--- config.mk ---
export PLATFORM = sky130hd
export DESIGN_NAME = seq_comparator
export DESIGN_NICKNAME = d
export VERILOG_FILES = /design/src/rtl/seq_comparator_pkg.sv /design/src/rtl/chunk_compare.sv /design/src/rtl/seq_comparator.sv
export SDC_FILE = /design/constraint.sdc
export NUM_CORES = 1
export LEC_CHECK = 0
export BUFFER_PORTS_ARGS = -buffer_cell sky130_fd_sc_hd__clkbuf_2
export CORE_MARGIN = 1
export CORE_UTILIZATION = 54
export DETAILED_ROUTE_END_ITERATION = 6
export PLACE_DENSITY = 0.79
export SLEW_MARGIN = 20
export SYNTH_ARGS = -nofsm -noshare
export SYNTH_HDL_FRONTEND = slang
export SYNTH_HIERARCHICAL = 1
export SYNTH_SLANG_ARGS = --single-unit
--- constraint.sdc ---
create_clock -name clk -period 4.1 [get_ports clk]
set_input_delay 0.615 -clock clk [delete_from_list [all_inputs] [get_ports clk]]
set_output_delay 0.615 -clock clk [all_outputs]
set_load 0.01 [all_outputs]
--- src/rtl/seq_comparator_pkg.sv ---
// Shared definitions for the sequential magnitude comparator.
package seq_comparator_pkg;

  // FSM state encoding
  localparam logic [0:0] S_IDLE = 1'b0;
  localparam logic [0:0] S_CMP  = 1'b1;

  // Ceiling log2; returns 0 for values <= 1
  function automatic int unsigned clog2(input int unsigned value);
    int unsigned res;
    int unsigned v;
    res = 0;
    v   = 1;
    while (v < value) begin
      v   = v << 1;
      res = res + 1;
    end
    return res;
  endfunction

endpackage

--- src/rtl/chunk_compare.sv ---
// Combinational compare of one slice; optional sign handling on the top slice.
module chunk_compare #(
  parameter int unsigned CHUNK = 4
) (
  input  logic [CHUNK-1:0] a,
  input  logic [CHUNK-1:0] b,
  input  logic             signed_msb,
  output logic             eq,
  output logic             gt,
  output logic             lt
);

  logic [CHUNK-1:0] a_m;
  logic [CHUNK-1:0] b_m;

  // Flipping both sign bits maps two's-complement order onto unsigned order
  always_comb begin
    a_m            = a;
    b_m            = b;
    a_m[CHUNK-1]   = a[CHUNK-1] ^ signed_msb;
    b_m[CHUNK-1]   = b[CHUNK-1] ^ signed_msb;
    eq             = (a_m == b_m);
    gt             = (a_m >  b_m);
    lt             = (a_m <  b_m);
  end

endmodule

--- src/rtl/seq_comparator.sv ---
// Multi-cycle wide comparator: one slice per cycle, MSB slice first, early exit.
module seq_comparator
  import seq_comparator_pkg::*;
#(
  parameter int unsigned WIDTH = 32,
  parameter int unsigned CHUNK = 4
) (
  input  logic             clk,
  input  logic             rst,
  input  logic             start,
  input  logic             is_signed,
  input  logic [WIDTH-1:0] A,
  input  logic [WIDTH-1:0] B,
  output logic             busy,
  output logic             done,
  output logic             Eq,
  output logic             Gt,
  output logic             Sm
);

  localparam int unsigned NCHUNK = WIDTH / CHUNK;
  localparam int unsigned IDX_W  = (clog2(NCHUNK) < 1) ? 1 : clog2(NCHUNK);

  logic [0:0]                   state, state_nxt;
  logic [IDX_W-1:0]             idx, idx_nxt;
  logic [NCHUNK-1:0][CHUNK-1:0] a_r, a_nxt;
  logic [NCHUNK-1:0][CHUNK-1:0] b_r, b_nxt;
  logic                         sgn_r, sgn_nxt;
  logic                         busy_nxt, done_nxt, eq_nxt, gt_nxt, sm_nxt;
  logic                         c_eq, c_gt, c_lt;
  logic                         top_slice;

  assign top_slice = (idx == IDX_W'(NCHUNK - 1));

  chunk_compare #(.CHUNK(CHUNK)) u_chunk_compare (
    .a          (a_r[idx]),
    .b          (b_r[idx]),
    .signed_msb (sgn_r & top_slice),
    .eq         (c_eq),
    .gt         (c_gt),
    .lt         (c_lt)
  );

  // Next-state and next-output logic
  always_comb begin
    state_nxt = state;
    idx_nxt   = idx;
    a_nxt     = a_r;
    b_nxt     = b_r;
    sgn_nxt   = sgn_r;
    busy_nxt  = busy;
    done_nxt  = 1'b0;
    eq_nxt    = Eq;
    gt_nxt    = Gt;
    sm_nxt    = Sm;
    case (state)
      S_IDLE: begin
        if (start) begin
          a_nxt     = A;
          b_nxt     = B;
          sgn_nxt   = is_signed;
          idx_nxt   = IDX_W'(NCHUNK - 1);
          eq_nxt    = 1'b0;
          gt_nxt    = 1'b0;
          sm_nxt    = 1'b0;
          busy_nxt  = 1'b1;
          state_nxt = S_CMP;
        end
      end
      S_CMP: begin
        if (!c_eq) begin
          gt_nxt    = c_gt;
          sm_nxt    = c_lt;
          done_nxt  = 1'b1;
          busy_nxt  = 1'b0;
          state_nxt = S_IDLE;
        end else if (idx == '0) begin
          eq_nxt    = 1'b1;
          done_nxt  = 1'b1;
          busy_nxt  = 1'b0;
          state_nxt = S_IDLE;
        end else begin
          idx_nxt   = idx - IDX_W'(1);
        end
      end
      default: begin
        state_nxt = S_IDLE;
        busy_nxt  = 1'b0;
      end
    endcase
  end

  // State, operand and result registers
  always_ff @(posedge clk) begin
    if (rst) begin
      state <= S_IDLE;
      idx   <= '0;
      a_r   <= '0;
      b_r   <= '0;
      sgn_r <= 1'b0;
      busy  <= 1'b0;
      done  <= 1'b0;
      Eq    <= 1'b0;
      Gt    <= 1'b0;
      Sm    <= 1'b0;
    end else begin
      state <= state_nxt;
      idx   <= idx_nxt;
      a_r   <= a_nxt;
      b_r   <= b_nxt;
      sgn_r <= sgn_nxt;
      busy  <= busy_nxt;
      done  <= done_nxt;
      Eq    <= eq_nxt;
      Gt    <= gt_nxt;
      Sm    <= sm_nxt;
    end
  end

endmodule

==> key figures, run 1 <==
Clock network
  • H-tree levels: 3
  • TritonCTS Buffers: 9
  • Hold buffers post-CTS: 0
  • CTS Buffer Depth: 2
  • Clock Sinks: 74
  • Clock slew at reported path FFs: 0.07 ns
  • CTS tree: built
  • Worst skew pair latency: between 0.3 and 0.4 ns
  • Root Buffer: clkbuf_8
  • Postcts setup bufs: 0
  • Post-CTS resize count: 0

Synth
  • Cells after Synth: 377
  • Synth Register Bits: 74
  • Post-synth EDFFs: 0
  • Mapped Avg Cell Area: between 8 and 9 um^2
  • Register area share after synthesis: approximately 44%
  • Post-synth ARST share: 0%
  • Yosys top cell area share: between 40 and 50%
  • Synth top area cells: dfxtp_1, nand2_1, a21oi_1
  • Net count of the mapped netlist: between 400 and 500
  • Cell taking the most area after synthesis: dfxtp_1
  • Yosys cell types: 33
  • Mapped cell area: 3343 um^2
  • Ys Warns: 6
  • Most used DFF post-synth: dfxtp_1

Route
  • 1st-iter DRT viols: 98
  • 1st-pass router iterations: 5
  • DRC violations left: 0
  • Post-DRT Antenna Nets: 0
  • Final WL: roughly 6900 um
  • Post-DR vias/cell: roughly 5.3
  • Routed WL per cell: around 13 um
  • Via count: between 2k and 3k

Floorplanning
  • I/O Pins: 73
  • FP Rows: 28
  • Die area: about 6500 um^2
  • Core Area: between 5000 and 6000 um^2
  • Die Height: ~81 um
  • Die Width: about 81 um
  • Starting density of the core: around 56%

STA
  • Fin crit share: about 86%
  • Hold violation count in the final report: 0
  • Clk_skew: 0.005508 ns
  • Final setup fails: 0
  • Fin crit period: about 3.5 ns
  • RSZ-0062 raised after global routing: false
  • Max_slew headroom: between 30% and 40%
  • Max Clk Rate: around 280 MHz
  • Setup tns final: 0 ns
  • Final slew viol count: 0
  • Worst-Margin Slew: about 0.97 ns

Global route
  • Initial antenna violation count: 0
  • Largest net degree at the start of global routing: between 40 and 50
  • Tot GR Track Use: ~23%
  • GRT overflow: 0
  • First-pass GRT wire length: ~11000 um
  • Vias in the first global route: roughly 2.6k

Setup path
  • Max incr delay on CP: about 0.77 ns
  • WP data arrival: between 3 and 4 ns
  • Critical path required time: roughly 4.3 ns
  • Type of origin of the critical path: register
  • Slowest CP cell: dfxtp_1
  • Cell chain of the critical path: mux4_1, mux2_2, xor2_1, ha_1, nand2_1, nor2_1, mux2_2, a21oi_1, nor2_1
  • CP endpoint kind: register
  • Critical path class: reg -> reg
  • Worst-path fanout max: 13

Layout
  • Most frequent cells in the layout: nand2_1, dfxtp_1, clkbuf_2
  • Synth-to-Final Area Change: 16.17%
  • Most common cell after layout, fill and taps aside: nand2_1
  • Layout cells sized above 1: 24.66%
  • Fin nets: slightly above 500
  • Final core occ: 65.21%
  • Fin cells: just over 500
  • Final Cell Area: roughly 3900 um^2
  • N_diodes: 0

Pwr
  • Worst vdd ir: roughly 0.23 mV
  • Leakage: ~1.7 nW
  • Overall Power: approximately 1.7 mW
  • Pwr dens: between 400 and 500 nW/um^2

Run
  • Max-cap violations: 0

Place
  • Dpl cell area: 3699 um^2
  • Port bufs: 72
  • Gpl congestion: 0.8062
  • Placed Instances: 498
  • HPWL Detailed: roughly 4700 um

Outcome
  • Status: finished, final reports clean

Worst hold path
  • Hold Crit Class: reg -> reg
## final cells by class
cell class	instances	area, um^2
inverters	5	18.77
flip-flops and latches	74	1481
clock inverters	3	40.04
well taps	75	93.84
repair buffers	77	397.9
multi-input cells	267	1707
clock buffers	12	145.1
fillers	527	2072
## synth_stat cells, types with 3 or more instances
master,instances
mux2_4,3
clkbuf_1,18
inv_1,5
a21oi_1,71
a311oi_1,3
nand2b_1,3
mux4_2,3
mux4_1,13
buf_2,9
dfxtp_1,74
ha_1,7
nor2_1,4
nand2_1,133
mux2_2,7
## metrics by stage
stage               hold slack (ns)  setup WS, ns
finish                       0.4502        0.5557
detailed placement           0.4422        0.5787
CTS                          0.4525        0.5422
global route                 0.4681        0.3785
floorplan                    0.4315         1.202
global placement             0.4379        0.6632
## state kept, by name, indices dropped and copies added, names as in the netlist
signal and count:
a_r 32, idx 3, b_r 32, sgn_r 1
state 1, busy 1, done 1, Gt 1
Eq 1, Sm 1
## worst max-delay path: cells and delay by family (launching register included)
kind,cells,cell delay (ns)
AOI/OAI and AO/OA,1,0.14
xor gates and xnor gates,1,0.14
adders and majority gates,1,0.30
DFF,1,0.77
muxes,3,1.35
and+or+nand+nor,3,0.73
## metal layers
layer / wire (um) / global-route usage [%]
met5: 0 / 0
met4: 110 / 9.107
met3: 321 / 5.909
met2: 3309 / 37.80
met1: 3150 / 28.51
## final timing paths
path                             start     end  slack (ns)  cells after the start
worst max register to register  idx[0]      Gt        0.56                      9
worst max-delay path            idx[0]      Gt        0.56                      9
worst min register to register  a_r[0]  a_r[0]        0.45                      2
worst min-delay path            a_r[0]  a_r[0]        0.45                      2
## logic make-up after synthesis
logic type | synth area share, %
and+or+nand+nor | 18.19
AOI/OAI and AO/OA | 13.47
adders and majority gates | 2.620
buffers and inverters | 4.940
xor gates and xnor gates | 0.5240
muxes | 15.94
DFF | 44.31
## report_power, final
group          switching [mW]  total, mW  internal, mW
logic                   0.180      0.358         0.178
clock network           0.251      0.544         0.293
registers              0.0456      0.818         0.772
Power figures use the tool's default switching activity.
==> run 2: changes to the inputs <==
--- a/config.mk
+++ b/config.mk
@@ -6,10 +6,9 @@
 export NUM_CORES = 1
 export LEC_CHECK = 0
 export BUFFER_PORTS_ARGS = -buffer_cell sky130_fd_sc_hd__clkbuf_2
-export CORE_MARGIN = 1
-export CORE_UTILIZATION = 54
+export CORE_MARGIN = 3
+export CORE_UTILIZATION = 40
 export DETAILED_ROUTE_END_ITERATION = 6
-export PLACE_DENSITY = 0.79
 export SLEW_MARGIN = 20
 export SYNTH_ARGS = -nofsm -noshare
 export SYNTH_HDL_FRONTEND = slang
==> key figures, run 2 (same netlist as run 1, synthesis figures left out) <==
Outcome
  • Status: finished, final reports clean

Layout
  • Layout cells sized above 1: 25.06% (+0.40 points)
  • Most common cell after layout, fill and taps aside: nand2_1
  • Most frequent cells in the layout: nand2_1, dfxtp_1, clkbuf_2
  • Synth-to-Final Area Change: 16.65%
  • N_diodes: 0 (unchanged)
  • Fin nets: 510 (+0.20%)
  • Top Registers: a_r x32, b_r x32, idx x3

Route
  • Routed WL per cell: 13.60 um (+1.2%)
  • 1st-iter DRT viols: 71 (-28%)
  • Final WL: 7355 um (+6.7%)
  • Post-DR vias/cell: 5.028 (-5.9%)
  • Via count: 2720 (-0.77%)
  • 1st-pass router iterations: 4 (-1)
  • Post-DRT Antenna Nets: 0 (unchanged)
  • DRC violations left: 0 (unchanged)

STA
  • Fin crit period: 3.420 ns (-0.1241 ns)
  • Hold slack: 0.4501 ns (-0.0001290 ns)
  • Final slew viol count: 0 (unchanged)
  • Final setup fails: 0 (unchanged)
  • Max_slew headroom: 46.62% (+12 points)
  • Worst-Margin Slew: 0.8006 ns (-0.1727 ns)
  • Hold violation count in the final report: 0 (unchanged)
  • RSZ-0062 raised after global routing: false
  • Fin crit share: 83.42% (-3.0 points)
  • Max Clk Rate: 292.4 MHz (+3.6%)
  • Setup tns final: 0 ns (unchanged)
  • Clk_skew: 0.008015 ns (+0.002508 ns)

Setup path
  • Worst-path fanout max: 11 (-2)
  • Most frequent CP cell: nor2_1
  • Max incr delay on CP: 0.69 ns (-0.08 ns)
  • Critical path class: reg -> reg
  • Cell chain of the critical path: buf_4, mux4_2, mux2_4, ha_1, nand2_1, nor2_1, mux2_2, a21oi_1, nor2_1
  • CP endpoint kind: register
  • Critical path required time: 4.32 ns (about the same)
  • WP data arrival: 3.64 ns (-0.13 ns)
  • Type of origin of the critical path: register
  • Slowest CP cell: dfxtp_1

Clock network
  • Postcts setup bufs: 0 (unchanged)
  • H-tree levels: 3 (unchanged)
  • Clock slew at reported path FFs: 0.08 ns (about the same)
  • Worst skew pair latency: 0.34 ns (about the same)
  • CTS tree: built
  • TritonCTS Buffers: 9 (unchanged)
  • CTS Buffer Depth: 2 (unchanged)
  • Post-CTS resize count: 0 (unchanged)
  • Root Buffer: clkbuf_8
  • Clock Sinks: 74 (unchanged)
  • Hold buffers post-CTS: 0 (unchanged)

Global route
  • Tot GR Track Use: 15.61% (-7.3 points)
  • Vias in the first global route: 2663 (+3.5%)
  • Initial antenna violation count: 0 (unchanged)
  • GRT overflow: 0 (unchanged)
  • First-pass GRT wire length: 12200 um (+8.0%)
  • Largest net degree at the start of global routing: 39 (-19%)

Floorplanning
  • FP Rows: 32 (+14%)
  • Die Width: 97.42 um (+21%)
  • Starting density of the core: 42.17% (-14 points)
  • I/O Pins: 73 (unchanged)
  • Core Area: 7928 um^2 (+33%)
  • Die Height: 97.42 um (+21%)
  • Die area: 9491 um^2 (+46%)

Run
  • Max-cap violations: 0 (unchanged)

Place
  • HPWL Detailed: 5283 um (+12%)
  • Gpl congestion: 0.7896 (-2.1%)
  • Port bufs: 72 (unchanged)

Pwr
  • Leakage: 1.676 nW (-1.0%)
  • Worst vdd ir: 0.2275 mV (-2.9%)
  • Overall Power: 1.645 mW (-4.3%)
  • Pwr dens: 421.7 nW/um^2 (-4.7%)

Worst hold path
  • Hold Crit Class: reg -> reg
-- run 2: stage by stage --
step	setup WS, ns	instances	util (%)	cell area [um^2]
after floorplan	1.202	377	-	3343
after global placement	0.7605	526	47.17	3740
after detailed placement	0.6993	526	47.17	3740
after CTS	0.6802	541	49.20	3900
after global routing	0.4626	541	49.20	3900
final	0.6798	541	49.20	3900
-- run 2: worst max-delay path: cells and delay by family (launching register included) --
family | cells | cell delay [ns]
AO/OA/AOI/OAI | 1 | 0.14
adder cells (fa/ha/maj) | 1 | 0.27
buffers and inverters | 1 | 0.31
flip-flops | 1 | 0.69
multiplexers | 3 | 1.20
AND/OR/NAND/NOR | 3 | 0.69
-- run 2: final timing paths --
kind,from,end,slack (ns),cells past startpoint
setup / recovery,idx[0],Gt,0.68,9
setup reg to reg,idx[0],Gt,0.68,9
hold / removal,a_r[5],a_r[5],0.45,2
hold reg to reg,a_r[5],a_r[5],0.45,2
-- run 2: layout make-up --
cell class | count | area (um^2)
sequential | 74 | 1481
fill | 836 | 4028
multi-input combinational | 267 | 1707
clock buffer | 10 | 127.6
inverter | 5 | 18.77
clock inverter | 5 | 32.53
tap | 102 | 127.6
timing repair buffer | 78 | 405.4
-- run 2: routing by layer --
layer	global-route usage, %	wire [um]	up-vias
met4	5.431	104	0
met1	19.88	3431	1251
li1	-	-	1397
met5	0	0	-
met3	3.733	346	13
met2	25.88	3473	59
-- run 2: where the power goes --
| part | internal, mW | switching (mW) | leakage, nW |
|---|---|---|---|
| combinational | 0.179 | 0.183 | 0.993 |
| clock | 0.214 | 0.256 | 0.0742 |
| sequential | 0.772 | 0.0414 | 0.609 |
==> run 3: changes to the inputs <==
==> constraint.sdc (replaced) <==
create_clock -name clk -period 3.59 [get_ports clk]
set_input_delay 0.5385 -clock clk [delete_from_list [all_inputs] [get_ports clk]]
set_output_delay 0.5385 -clock clk [all_outputs]
set_load 0.01 [all_outputs]
==> key figures, run 3 (same netlist as run 1, synthesis figures left out) <==
Route
  • Via count: 2725 (+0.18%)
  • Final WL: 7152 um (-2.8%)
  • Post-DRT Antenna Nets: 0 (unchanged)
  • Routed WL per cell: 13.17 um (-3.1%)
  • 1st-pass router iterations: 4 (unchanged)
  • Post-DR vias/cell: 5.018 (-0.19%)
  • 1st-iter DRT viols: 112 (+58%)
  • DRC violations left: 0 (unchanged)

Place
  • Gpl congestion: 0.7457 (-5.6%)
  • Port bufs: 72 (unchanged)
  • HPWL Detailed: 5050 um (-4.4%)

Setup path
  • Slowest CP cell: mux4_1
  • Critical path required time: 3.78 ns (-0.54 ns)
  • Worst-path fanout max: 11 (unchanged)
  • Cell chain of the critical path: mux4_1, mux2_2, xor2_1, ha_1, nand2_1, nor2_1, buf_4, mux2_2, a21oi_1, nor2_1
  • CP Buf/Inv Count: 1 (unchanged)
  • Top delay family on crit path: multiplexers
  • Max incr delay on CP: 0.59 ns (-0.10 ns)
  • Type of origin of the critical path: register
  • CP endpoint kind: register
  • R2r setup slk: 0.66 ns (-0.02 ns)
  • Critical path class: reg -> reg
  • WP data arrival: 3.12 ns (-0.52 ns)

Layout
  • Most frequent cells in the layout: nand2_1, dfxtp_1, clkbuf_2
  • Layout cells sized above 1: 25.62% (+0.57 points)
  • Synth-to-Final Area Change: 18.60%
  • Top Registers: a_r x32, b_r x32, idx x3
  • N_diodes: 0 (unchanged)
  • Fin nets: 511 (+0.20%)
  • Most common cell after layout, fill and taps aside: nand2_1
  • Layout fillers: 785 (-6.1%)

Clock network
  • Root Buffer: clkbuf_8
  • CTS tree: built
  • Worst skew pair latency: 0.35 ns (about the same)
  • CTS Buffer Depth: 2 (unchanged)
  • Postcts setup bufs: 0 (unchanged)
  • Clock Sinks: 74 (unchanged)
  • Clock slew at reported path FFs: 0.08 ns (about the same)
  • Hold buffers post-CTS: 0 (unchanged)
  • TritonCTS Buffers: 9 (unchanged)
  • Post-CTS resize count: 0 (unchanged)
  • H-tree levels: 3 (unchanged)

Global route
  • First-pass GRT wire length: 11860 um (-2.8%)
  • GRT overflow: 0 (unchanged)
  • GRT busiest layer: met2
  • M2 GR Usage: 23.19% (-2.7 points)
  • Tot GR Track Use: 15.26% (-0.35 points)
  • Routing usage on met1: 20.51% (+0.62 points)
  • Vias in the first global route: 2591 (-2.7%)
  • Largest net degree at the start of global routing: 50 (+28%)
  • Initial antenna violation count: 0 (unchanged)
  • Met3 Use GR: 4.379% (+0.65 points)

Outcome
  • Status: finished, final reports clean

Pwr
  • Overall Power: 2.048 mW (+25%)
  • Worst vdd ir: 0.2598 mV (+14%)
  • Pwr dens: 516.6 nW/um^2 (+22%)
  • Leakage: 1.712 nW (+2.2%)

Floorplanning
  • FP Rows: 32 (unchanged)
  • Die Width: 97.42 um (unchanged)
  • I/O Pins: 73 (unchanged)
  • Core Area: 7928 um^2 (unchanged)
  • Die area: 9491 um^2 (unchanged)
  • Die Height: 97.42 um (unchanged)
  • Starting density of the core: 42.17% (unchanged)

STA
  • Clk_skew: 0.01274 ns (+0.004727 ns)
  • Final setup fails: 0 (unchanged)
  • RSZ-0062 raised after global routing: false
  • Max_slew headroom: 33.58% (-13 points)
  • Fin crit period: 2.931 ns (-0.4892 ns)
  • Hold violation count in the final report: 0 (unchanged)
  • Setup tns final: 0 ns (unchanged)
  • Final slew viol count: 0 (unchanged)
  • Worst-Margin Slew: 0.9963 ns (+0.1956 ns)
  • Fin crit share: 81.64% (-1.8 points)
  • Max Clk Rate: 341.2 MHz (+17%)

Run
  • Max-cap violations: 0 (unchanged)

Worst hold path
  • Hold Crit Class: in -> reg
[run 3: cell types whose count changed in the layout (fill, tap and decap cells not counted), sizes merged]
cell | before | now
clkinv | 2 | 3
buf | 6 | 7
clkinvlp | 3 | 2
bufinv | 0 | 2
clkbuf | 82 | 81
[run 3: stage by stage]
| stage | setup WS [ns] | hold slack, ns | utilization, % | cell area [um^2] | std cells |
|---|---|---|---|---|---|
| floorplan | 0.6920 | 0.4315 | - | 3343 | 377 |
| global placement | 0.7280 | 0.4395 | 47.27 | 3747 | 527 |
| detailed placement | 0.6567 | 0.4432 | 47.27 | 3747 | 527 |
| CTS | 0.6370 | 0.3897 | 50.02 | 3965 | 543 |
| global route | 0.4919 | 0.3953 | 50.02 | 3965 | 543 |
| finish | 0.6590 | 0.4025 | 50.02 | 3965 | 543 |
[run 3: metal layers]
metal  up-vias  share of wire, %
li1       1400                 -
met1      1243                47
met2        70                46
met3        12               4.7
met4         0               1.9
met5         -                 0
[run 3: worst paths after layout]
path	startpoint	to	cells past startpoint
hold / removal	A[12]	a_r[12]	3
hold reg to reg	a_r[6]	a_r[6]	2
setup reg to reg	idx[1]	Sm	10
setup / recovery	idx[1]	Sm	10
[run 3: cell type report]
class,instances,area (um^2),area share [%]
multi-input combinational,267,1707,43.04
sequential,74,1481,37.36
timing repair buffer,79,412.9,10.41
tap,102,127.6,3.219
clock buffer,9,123.9,3.124
clock inverter,7,93.84,2.367
inverter,5,18.77,0.4733
[run 3: tightest hold or removal path, cell delays in order]
cell	delay, ns
clkbuf_2	0.08
nand2_1	0.05
a21oi_1	0.05
[run 3: where the power goes]
| group | leakage [nW] | internal [mW] | switching (mW) |
|---|---|---|---|
| logic | 0.998 | 0.212 | 0.209 |
| clock network | 0.105 | 0.390 | 0.311 |
| registers | 0.609 | 0.881 | 0.0459 |
